## src/rtl/acuity_staircase_core_if.sv

```systemverilog
// Handshake/bus bundle between the staircase core and the surrounding vision-test flow.
// The core takes the slave modport; the stimulus/response/result side takes the master modport.
interface acuity_staircase_core_if #(
    parameter int unsigned N_DIR     = 4,
    parameter int unsigned LEVEL_MAX = 12
);
    localparam int unsigned DIR_W = $clog2(N_DIR);
    localparam int unsigned LVL_W = $clog2(LEVEL_MAX + 1);

    logic             i_start;
    logic             i_abort;
    logic             i_resp_valid;
    logic [DIR_W-1:0] i_resp_dir;
    logic             o_resp_ready;
    logic             o_stim_valid;
    logic [DIR_W-1:0] o_stim_dir;
    logic [LVL_W-1:0] o_level;
    logic             o_busy;
    logic             o_result_valid;
    logic             i_result_ack;
    logic [LVL_W-1:0] o_result_level;
    logic [3:0]       o_result_reversals;
    logic [7:0]       o_result_trials;
    logic             o_result_ceiling;
    logic             o_aborted;

    modport slave (
        input  i_start, i_abort, i_resp_valid, i_resp_dir, i_result_ack,
        output o_resp_ready, o_stim_valid, o_stim_dir, o_level, o_busy,
               o_result_valid, o_result_level, o_result_reversals,
               o_result_trials, o_result_ceiling, o_aborted
    );

    modport master (
        output i_start, i_abort, i_resp_valid, i_resp_dir, i_result_ack,
        input  o_resp_ready, o_stim_valid, o_stim_dir, o_level, o_busy,
               o_result_valid, o_result_level, o_result_reversals,
               o_result_trials, o_result_ceiling, o_aborted
    );
endinterface

```

## src/rtl/acuity_staircase_core.sv

```systemverilog
// Adaptive N-up/M-down acuity staircase: random optotype direction, response wait with
// optional timeout, level stepping with reversal/trial/ceiling termination and a result record.
module acuity_staircase_core #(
    parameter int unsigned N_DIR       = 4,
    parameter int unsigned LEVEL_MAX   = 12,
    parameter int unsigned START_LVL   = 0,
    parameter int unsigned UP_N        = 2,
    parameter int unsigned DOWN_N      = 2,
    parameter int unsigned MAX_REV     = 4,
    parameter int unsigned MAX_TRIALS  = 40,
    parameter int unsigned TIMEOUT_CYC = 0,
    parameter logic [15:0] LFSR_SEED   = 16'hACE1
) (
    input logic                     i_clk,
    input logic                     i_rst,
    acuity_staircase_core_if.slave  bus
);
    localparam int unsigned DIR_W  = $clog2(N_DIR);
    localparam int unsigned LVL_W  = $clog2(LEVEL_MAX + 1);
    localparam int unsigned STK_W  = 8;
    localparam int unsigned TO_W   = 32;
    localparam bit          TO_EN  = (TIMEOUT_CYC != 0);
    localparam int unsigned TO_END = TO_EN ? TIMEOUT_CYC - 1 : 0;

    typedef enum logic [2:0] {
        ST_IDLE    = 3'd0,
        ST_PRESENT = 3'd1,
        ST_WAIT    = 3'd2,
        ST_EVAL    = 3'd3,
        ST_DONE    = 3'd4
    } state_t;

    typedef enum logic [1:0] {
        STEP_NONE = 2'd0,
        STEP_UP   = 2'd1,
        STEP_DOWN = 2'd2
    } step_t;

    state_t           state_q;
    step_t            last_q;
    logic [15:0]      lfsr_q;
    logic [LVL_W-1:0] level_q;
    logic [DIR_W-1:0] dir_q;
    logic [STK_W-1:0] ok_q;
    logic [STK_W-1:0] bad_q;
    logic [3:0]       rev_q;
    logic [7:0]       trials_q;
    logic [TO_W-1:0]  timer_q;
    logic             correct_q;
    logic             stim_valid_q;
    logic             resp_ready_q;
    logic             busy_q;
    logic             result_valid_q;
    logic             aborted_q;
    logic [LVL_W-1:0] res_level_q;
    logic [3:0]       res_rev_q;
    logic [7:0]       res_trials_q;
    logic             res_ceil_q;

    // Next-trial bookkeeping, consumed only in EVAL
    step_t            last_nx;
    logic [STK_W-1:0] ok_nx;
    logic [STK_W-1:0] bad_nx;
    logic [LVL_W-1:0] level_nx;
    logic [3:0]       rev_nx;
    logic [7:0]       trials_nx;
    logic             req_up;
    logic             req_dn;
    logic             ceiling_hit;
    logic             step_up;
    logic             step_dn;
    logic             finish_test;

    logic lfsr_fb;
    assign lfsr_fb = lfsr_q[15] ^ lfsr_q[13] ^ lfsr_q[12] ^ lfsr_q[10];

    always_comb begin
        ok_nx     = ok_q;
        bad_nx    = bad_q;
        req_up    = 1'b0;
        req_dn    = 1'b0;
        level_nx  = level_q;
        rev_nx    = rev_q;
        last_nx   = last_q;
        trials_nx = (trials_q == 8'hFF) ? trials_q : trials_q + 8'd1;

        if (correct_q) begin
            bad_nx = '0;
            ok_nx  = ok_q + STK_W'(1);
            if (ok_nx == STK_W'(UP_N)) begin
                ok_nx  = '0;
                req_up = 1'b1;
            end
        end else begin
            ok_nx  = '0;
            bad_nx = bad_q + STK_W'(1);
            if (bad_nx == STK_W'(DOWN_N)) begin
                bad_nx = '0;
                req_dn = 1'b1;
            end
        end

        // A down request at level 0 is swallowed and does not count as a step
        ceiling_hit = req_up && (level_q == LVL_W'(LEVEL_MAX));
        step_up     = req_up && !ceiling_hit;
        step_dn     = req_dn && (level_q != '0);

        if (step_up) begin
            level_nx = level_q + LVL_W'(1);
            last_nx  = STEP_UP;
            if (last_q == STEP_DOWN && rev_q != 4'hF) rev_nx = rev_q + 4'd1;
        end else if (step_dn) begin
            level_nx = level_q - LVL_W'(1);
            last_nx  = STEP_DOWN;
            if (last_q == STEP_UP && rev_q != 4'hF) rev_nx = rev_q + 4'd1;
        end

        finish_test = ceiling_hit || (rev_nx == 4'(MAX_REV)) ||
                      (trials_nx == 8'(MAX_TRIALS));
    end

    always_ff @(posedge i_clk or negedge i_rst) begin
        if (!i_rst) begin
            state_q        <= ST_IDLE;
            last_q         <= STEP_NONE;
            lfsr_q         <= LFSR_SEED;
            level_q        <= '0;
            dir_q          <= '0;
            ok_q           <= '0;
            bad_q          <= '0;
            rev_q          <= '0;
            trials_q       <= '0;
            timer_q        <= '0;
            correct_q      <= 1'b0;
            stim_valid_q   <= 1'b0;
            resp_ready_q   <= 1'b0;
            busy_q         <= 1'b0;
            result_valid_q <= 1'b0;
            aborted_q      <= 1'b0;
            res_level_q    <= '0;
            res_rev_q      <= '0;
            res_trials_q   <= '0;
            res_ceil_q     <= 1'b0;
        end else begin
            lfsr_q    <= {lfsr_q[14:0], lfsr_fb};
            aborted_q <= 1'b0;

            if (bus.i_abort && state_q != ST_IDLE) begin
                state_q        <= ST_IDLE;
                aborted_q      <= 1'b1;
                stim_valid_q   <= 1'b0;
                resp_ready_q   <= 1'b0;
                result_valid_q <= 1'b0;
                busy_q         <= 1'b0;
            end else begin
                case (state_q)
                    ST_IDLE: begin
                        if (bus.i_start && !bus.i_abort) begin
                            level_q  <= LVL_W'(START_LVL);
                            ok_q     <= '0;
                            bad_q    <= '0;
                            rev_q    <= '0;
                            trials_q <= '0;
                            last_q   <= STEP_NONE;
                            busy_q   <= 1'b1;
                            state_q  <= ST_PRESENT;
                        end
                    end
                    ST_PRESENT: begin
                        dir_q        <= lfsr_q[DIR_W-1:0];
                        timer_q      <= '0;
                        stim_valid_q <= 1'b1;
                        resp_ready_q <= 1'b1;
                        state_q      <= ST_WAIT;
                    end
                    ST_WAIT: begin
                        // A response arriving on the final timeout cycle still counts
                        if (bus.i_resp_valid && resp_ready_q) begin
                            correct_q    <= (bus.i_resp_dir == dir_q);
                            stim_valid_q <= 1'b0;
                            resp_ready_q <= 1'b0;
                            state_q      <= ST_EVAL;
                        end else if (TO_EN && timer_q == TO_W'(TO_END)) begin
                            correct_q    <= 1'b0;
                            stim_valid_q <= 1'b0;
                            resp_ready_q <= 1'b0;
                            state_q      <= ST_EVAL;
                        end else begin
                            timer_q <= timer_q + TO_W'(1);
                        end
                    end
                    ST_EVAL: begin
                        ok_q     <= ok_nx;
                        bad_q    <= bad_nx;
                        level_q  <= level_nx;
                        rev_q    <= rev_nx;
                        last_q   <= last_nx;
                        trials_q <= trials_nx;
                        if (finish_test) begin
                            res_level_q    <= level_nx;
                            res_rev_q      <= rev_nx;
                            res_trials_q   <= trials_nx;
                            res_ceil_q     <= ceiling_hit;
                            result_valid_q <= 1'b1;
                            state_q        <= ST_DONE;
                        end else begin
                            state_q <= ST_PRESENT;
                        end
                    end
                    ST_DONE: begin
                        if (bus.i_result_ack) begin
                            result_valid_q <= 1'b0;
                            busy_q         <= 1'b0;
                            state_q        <= ST_IDLE;
                        end
                    end
                    default: begin
                        state_q <= ST_IDLE;
                    end
                endcase
            end
        end
    end

    assign bus.o_resp_ready       = resp_ready_q;
    assign bus.o_stim_valid       = stim_valid_q;
    assign bus.o_stim_dir         = dir_q;
    assign bus.o_level            = level_q;
    assign bus.o_busy             = busy_q;
    assign bus.o_result_valid     = result_valid_q;
    assign bus.o_result_level     = res_level_q;
    assign bus.o_result_reversals = res_rev_q;
    assign bus.o_result_trials    = res_trials_q;
    assign bus.o_result_ceiling   = res_ceil_q;
    assign bus.o_aborted          = aborted_q;
endmodule

```

## src/flat_wrapper.sv

```systemverilog
// flat-port wrapper written by rule: the top's interface ports become plain ports
module acuity_staircase_core_flat 
#(
    parameter int unsigned N_DIR       = 4,
    parameter int unsigned LEVEL_MAX   = 12,
    parameter int unsigned START_LVL   = 0,
    parameter int unsigned UP_N        = 2,
    parameter int unsigned DOWN_N      = 2,
    parameter int unsigned MAX_REV     = 4,
    parameter int unsigned MAX_TRIALS  = 40,
    parameter int unsigned TIMEOUT_CYC = 0,
    parameter logic [15:0] LFSR_SEED   = 16'hACE1
)
  (i_clk, i_rst, bus_i_start, bus_i_abort, bus_i_resp_valid, bus_i_resp_dir, bus_i_result_ack, bus_o_resp_ready, bus_o_stim_valid, bus_o_stim_dir, bus_o_level, bus_o_busy, bus_o_result_valid, bus_o_result_level, bus_o_result_reversals, bus_o_result_trials, bus_o_result_ceiling, bus_o_aborted);
  acuity_staircase_core_if #(.N_DIR(N_DIR), .LEVEL_MAX(LEVEL_MAX)) bus_i ();
  input logic i_clk;
  input logic i_rst;
  input wire logic [$bits(bus_i.i_start)-1:0] bus_i_start;
  input wire logic [$bits(bus_i.i_abort)-1:0] bus_i_abort;
  input wire logic [$bits(bus_i.i_resp_valid)-1:0] bus_i_resp_valid;
  input wire logic [$bits(bus_i.i_resp_dir)-1:0] bus_i_resp_dir;
  input wire logic [$bits(bus_i.i_result_ack)-1:0] bus_i_result_ack;
  output wire logic [$bits(bus_i.o_resp_ready)-1:0] bus_o_resp_ready;
  output wire logic [$bits(bus_i.o_stim_valid)-1:0] bus_o_stim_valid;
  output wire logic [$bits(bus_i.o_stim_dir)-1:0] bus_o_stim_dir;
  output wire logic [$bits(bus_i.o_level)-1:0] bus_o_level;
  output wire logic [$bits(bus_i.o_busy)-1:0] bus_o_busy;
  output wire logic [$bits(bus_i.o_result_valid)-1:0] bus_o_result_valid;
  output wire logic [$bits(bus_i.o_result_level)-1:0] bus_o_result_level;
  output wire logic [$bits(bus_i.o_result_reversals)-1:0] bus_o_result_reversals;
  output wire logic [$bits(bus_i.o_result_trials)-1:0] bus_o_result_trials;
  output wire logic [$bits(bus_i.o_result_ceiling)-1:0] bus_o_result_ceiling;
  output wire logic [$bits(bus_i.o_aborted)-1:0] bus_o_aborted;
  assign bus_i.i_start = bus_i_start;
  assign bus_i.i_abort = bus_i_abort;
  assign bus_i.i_resp_valid = bus_i_resp_valid;
  assign bus_i.i_resp_dir = bus_i_resp_dir;
  assign bus_i.i_result_ack = bus_i_result_ack;
  assign bus_o_resp_ready = bus_i.o_resp_ready;
  assign bus_o_stim_valid = bus_i.o_stim_valid;
  assign bus_o_stim_dir = bus_i.o_stim_dir;
  assign bus_o_level = bus_i.o_level;
  assign bus_o_busy = bus_i.o_busy;
  assign bus_o_result_valid = bus_i.o_result_valid;
  assign bus_o_result_level = bus_i.o_result_level;
  assign bus_o_result_reversals = bus_i.o_result_reversals;
  assign bus_o_result_trials = bus_i.o_result_trials;
  assign bus_o_result_ceiling = bus_i.o_result_ceiling;
  assign bus_o_aborted = bus_i.o_aborted;
  acuity_staircase_core #(.N_DIR(N_DIR), .LEVEL_MAX(LEVEL_MAX), .START_LVL(START_LVL), .UP_N(UP_N), .DOWN_N(DOWN_N), .MAX_REV(MAX_REV), .MAX_TRIALS(MAX_TRIALS), .TIMEOUT_CYC(TIMEOUT_CYC), .LFSR_SEED(LFSR_SEED)) u_core (.i_clk(i_clk), .i_rst(i_rst), .bus(bus_i));
endmodule
```

## config.mk

```make
export PLATFORM = sky130hd
export DESIGN_NAME = acuity_staircase_core_flat
export DESIGN_NICKNAME = d
export VERILOG_FILES = /design/src/rtl/acuity_staircase_core_if.sv /design/src/rtl/acuity_staircase_core.sv /design/src/flat_wrapper.sv
export SDC_FILE = /design/constraint.sdc
export NUM_CORES = 1
export LEC_CHECK = 0
export CORE_ASPECT_RATIO = 1.4
export CORE_MARGIN = 2
export CORE_UTILIZATION = 58
export DETAILED_ROUTE_END_ITERATION = 8
export PLACE_DENSITY = 0.9
export SYNTH_ARGS = -nofsm -noshare
export SYNTH_HDL_FRONTEND = slang
export SYNTH_SLANG_ARGS = --single-unit
```

## constraint.sdc

```tcl
create_clock -name i_clk -period 3.5 [get_ports i_clk]
set_input_delay 0.35 -clock i_clk [delete_from_list [all_inputs] [get_ports i_clk]]
set_output_delay 0.35 -clock i_clk [all_outputs]
set_load 0.05 [all_outputs]
```

==> reports/results.ini <==
[detailed_routing]
totalWireLength_mm = 9.174
route.vias.total = 3365
vias_per_cell = 6.220
postRouteAntennaNets = 0
drc_errors = 0
initialDrtViolationCount = 227
routedWlPerCell_um = 16.96
drtPass1Iterations = 5

[flow_run]
cap_violations = 0

[worst_setup_path]
crit_cells = 10
start_kind = flip-flop
slowest_delay_ns = 0.48
crit_path_end = u_core.bus.o_result_trials[6]
end_kind = flip-flop
r2r_slack_ns = 0.39
critPathArrivalTime_ns = 3.35
crit_chain = inv_1 > ha_1 > or3b_2 > nand4_1 > nor3_1 > o21ai_0 > a31oi_4 > nor2_4 > buf_12 > mux2_2
timing.rr.end = u_core.bus.o_result_trials[6]
worstSetupStartpoint = u_core.bus.o_level[1]
crit_required_ns = 3.75
crit_path_max_fanout = 14
path_class = reg -> reg
cp_top_family = simple AND/OR/NAND/NOR gates
slowest_stage = or3b_2
reg2regPathDepth = 10
critPathBufInv = 2
r2r-start = u_core.bus.o_level[1]

[floorplanning]
io_pins = 36
core_area_mm2 = 0.006937
fp.dieW_um = 75.44
rows = 36
start_util_pct = 59.74
die-area_mm2 = 0.007847
die_height_um = 104.0

[global_routing]
grt_usage_pct = 24.83
grt_pass1_vias = 3311
grt_max_degree = 78
antenna_found_initial = 0
grt_first_pass_wirelength_mm = 15.12
grt_overflow = 0

[worst_hold_path]
hold_path.class = in -> async

[sta]
setup_ws_ns = 0.3938
tightest_slew_ns = 1.137
worst_hold_slack_ns = 0.1243
setup-violations-final = 0
fmax_ghz = 0.3219
rsz0062_at_grt = false
finalMaxSlewViolations = 0
relSlewSlack_pct = 24.21
skew_ns = 0.01372
fin_crit_ns = 3.106
setup-tns-final_ns = 0
finalHoldViolations = 0
fin_crit_sh_pct = 88.75

[cells_and_area]
fin_util_pct = 68.09
syn2layout_area_growth_pct = 13.98
n_antenna_cell = 0
design_area_mm2 = 0.004723
finalNonFillerCells = 541
final_layout_size_suffix_gt1_share_pct = 13.68
final_nets = 457

[clock_tree]
cts_tree = yes
cts-buffers-inserted = 9
hold_buffers = 0
htreeDepth = 3
root_buffer = clkbuf_8
clkTransAtPathRegs_ns = 0.08
worstSkewPairLatency_ns = 0.37
cts_buffer_depth = 2
clock_sinks = 77

[placed_design]
hpwl_mm = 5.981
placement.cell_area_mm2 = 0.004498
dpl.cell_count = 524
io_buffers = 35
gp_congestion = 0.9358
dp_slack_ns = 0.2678

[power]
leakagePower_nw = 1.982
ir_drop_mv = 0.4930
power_density_mw_per_mm2 = 483.7
power_mw = 2.284

[synthesis]
synth_common_cells = dfrtp_1 (69), o21ai_0 (43), nand2_1 (38)
synth_edf_count = 0
ys_seq_elements = 77
postSynth.asyncResetShare_pct = 100.0
yosysWarnings = 0
synth_area_per_cell_um2 = 9.914
ys_types = 62
syn_nets = 434
yosys.area.top_type = dfrtp_1
yosysSeqAreaShare_pct = 46.74
netlist_area_mm2 = 0.004144
synthFlopType = dfrtp_1
synth_most_common_cell = dfrtp_1
netlist_instances = 418
synth.top_cell.area_share_pct = 41.67
synth_area_leaders = dfrtp_1 (42%), o21ai_0 (5.2%), dfstp_2 (5.1%), nand2_1 (3.4%), xnor2_1 (3.0%)

[run_status]
status = complete, no violations

## sequential cells by signal (all words and copies together) (netlist names)
register                       count
u_core.bad_q                       8
u_core.bus.o_aborted               1
u_core.bus.o_busy                  1
u_core.bus.o_level                 4
u_core.bus.o_result_ceiling        1
u_core.bus.o_result_level          4
u_core.bus.o_result_reversals      4
u_core.bus.o_result_trials         8
u_core.bus.o_result_valid          1
u_core.bus.o_stim_dir              2
u_core.bus.o_stim_valid            1
u_core.correct_q                   1
u_core.last_q                      2
u_core.lfsr_q                     16
u_core.ok_q                        8
u_core.rev_q                       4
u_core.state_q                     3
u_core.trials_q                    8
## logic make-up (layout without fill, tap and decap cells)
kind of cell / after synthesis / in the layout / synth area share (%)
compound gates: 113 / 113 / 18.84
xor+xnor: 20 / 20 / 4.227
fa+ha+maj: 8 / 8 / 2.416
buf+inv: 35 / 63 / 3.895
flops: 77 / 77 / 46.74
mux: 18 / 18 / 5.586
simple gates: 147 / 147 / 18.30
## cells in the final DEF (no fill, tap or decap), types with 3 or more instances in the layout
| cell | Yosys | layout |
|---|---|---|
| dfrtp_1 | 69 | 69 |
| nor3_1 | 13 | 13 |
| dfstp_2 | 8 | 8 |
| nand4_1 | 9 | 9 |
| o22ai_1 | 3 | 3 |
| nand3_1 | 15 | 15 |
| a22o_1 | 5 | 5 |
| clkinvlp_4 | 0 | 3 |
| or2_2 | 4 | 4 |
| o21ai_0 | 43 | 43 |
| a21o_1 | 6 | 6 |
| nor2_1 | 30 | 30 |
| a21oi_1 | 15 | 15 |
| clkdlybuf4s50_1 | 0 | 34 |
| nor4_1 | 4 | 4 |
| mux2_2 | 9 | 9 |
| ha_1 | 8 | 8 |
| a41o_1 | 3 | 3 |
| nand2b_1 | 4 | 4 |
| mux2_4 | 8 | 8 |
| clkbuf_8 | 0 | 9 |
| and3_1 | 8 | 8 |
| xnor2_1 | 14 | 14 |
| nor2b_1 | 4 | 4 |
| inv_1 | 9 | 9 |
| nand3b_1 | 4 | 4 |
| buf_4 | 2 | 3 |
| nand2_1 | 38 | 38 |
| o31ai_1 | 10 | 10 |
| xor2_1 | 6 | 6 |
## worst min path at each step
stage / endpoint / slack (ns) / startpoint / cells after the start
2_1_floorplan: u_core.bad_q[0] / 0.05 / i_rst / 0
3_3_place_gp: u_core.lfsr_q[15] / 0.34 / u_core.lfsr_q[14] / 0
3_5_place_dp: u_core.lfsr_q[10] / 0.34 / u_core.lfsr_q[9] / 0
4_1_cts: u_core.lfsr_q[2] / 0.15 / i_rst / 1
5_1_grt: u_core.bus.o_stim_valid / 0.20 / i_rst / 1
6_report: u_core.bus.o_aborted / 0.12 / i_rst / 1
## where the power goes
group          leakage, nW  internal (mW)  switching (mW)  total [mW]
registers             1.03          0.945           0.116        1.06
clock network       0.0940          0.337           0.349       0.686
logic                0.858          0.193           0.344       0.537
## routing by layer
layer	wire, µm	up-vias	track usage [%]
li1	-	1558	-
met1	3726	1678	31.49
met2	4819	106	39.57
met3	419	23	6.589
met4	209	0	10.03
met5	0	-	0
## worst reg2reg max path, stage by stage (launching register included)
cell and delay, ns:
dfrtp_1 0.45, inv_1 0.12, ha_1 0.21, or3b_2 0.48
nand4_1 0.25, nor3_1 0.09, o21ai_0 0.45, a31oi_4 0.23
nor2_4 0.17, buf_12 0.17, mux2_2 0.36
## cell type report
type	instances	area [µm²]
Clock buffer	9	123.9
Clock inverter	7	81.33
Fill cell	511	2213
Inverter	9	33.78
Multi-Input combinational cell	306	2046
Sequential cell	77	1937
Tap cell	95	118.9
Timing Repair Buffer	38	382.9
## what timing repair did
| item | in CTS | in global routing |
|---|---|---|
| gates resized for setup | 0 | 0 |
| setup buffers | 0 | 1 |
| endpoints found under the setup margin | 0 | 3 |
No activity file was read; power rests on OpenSTA's default activity.
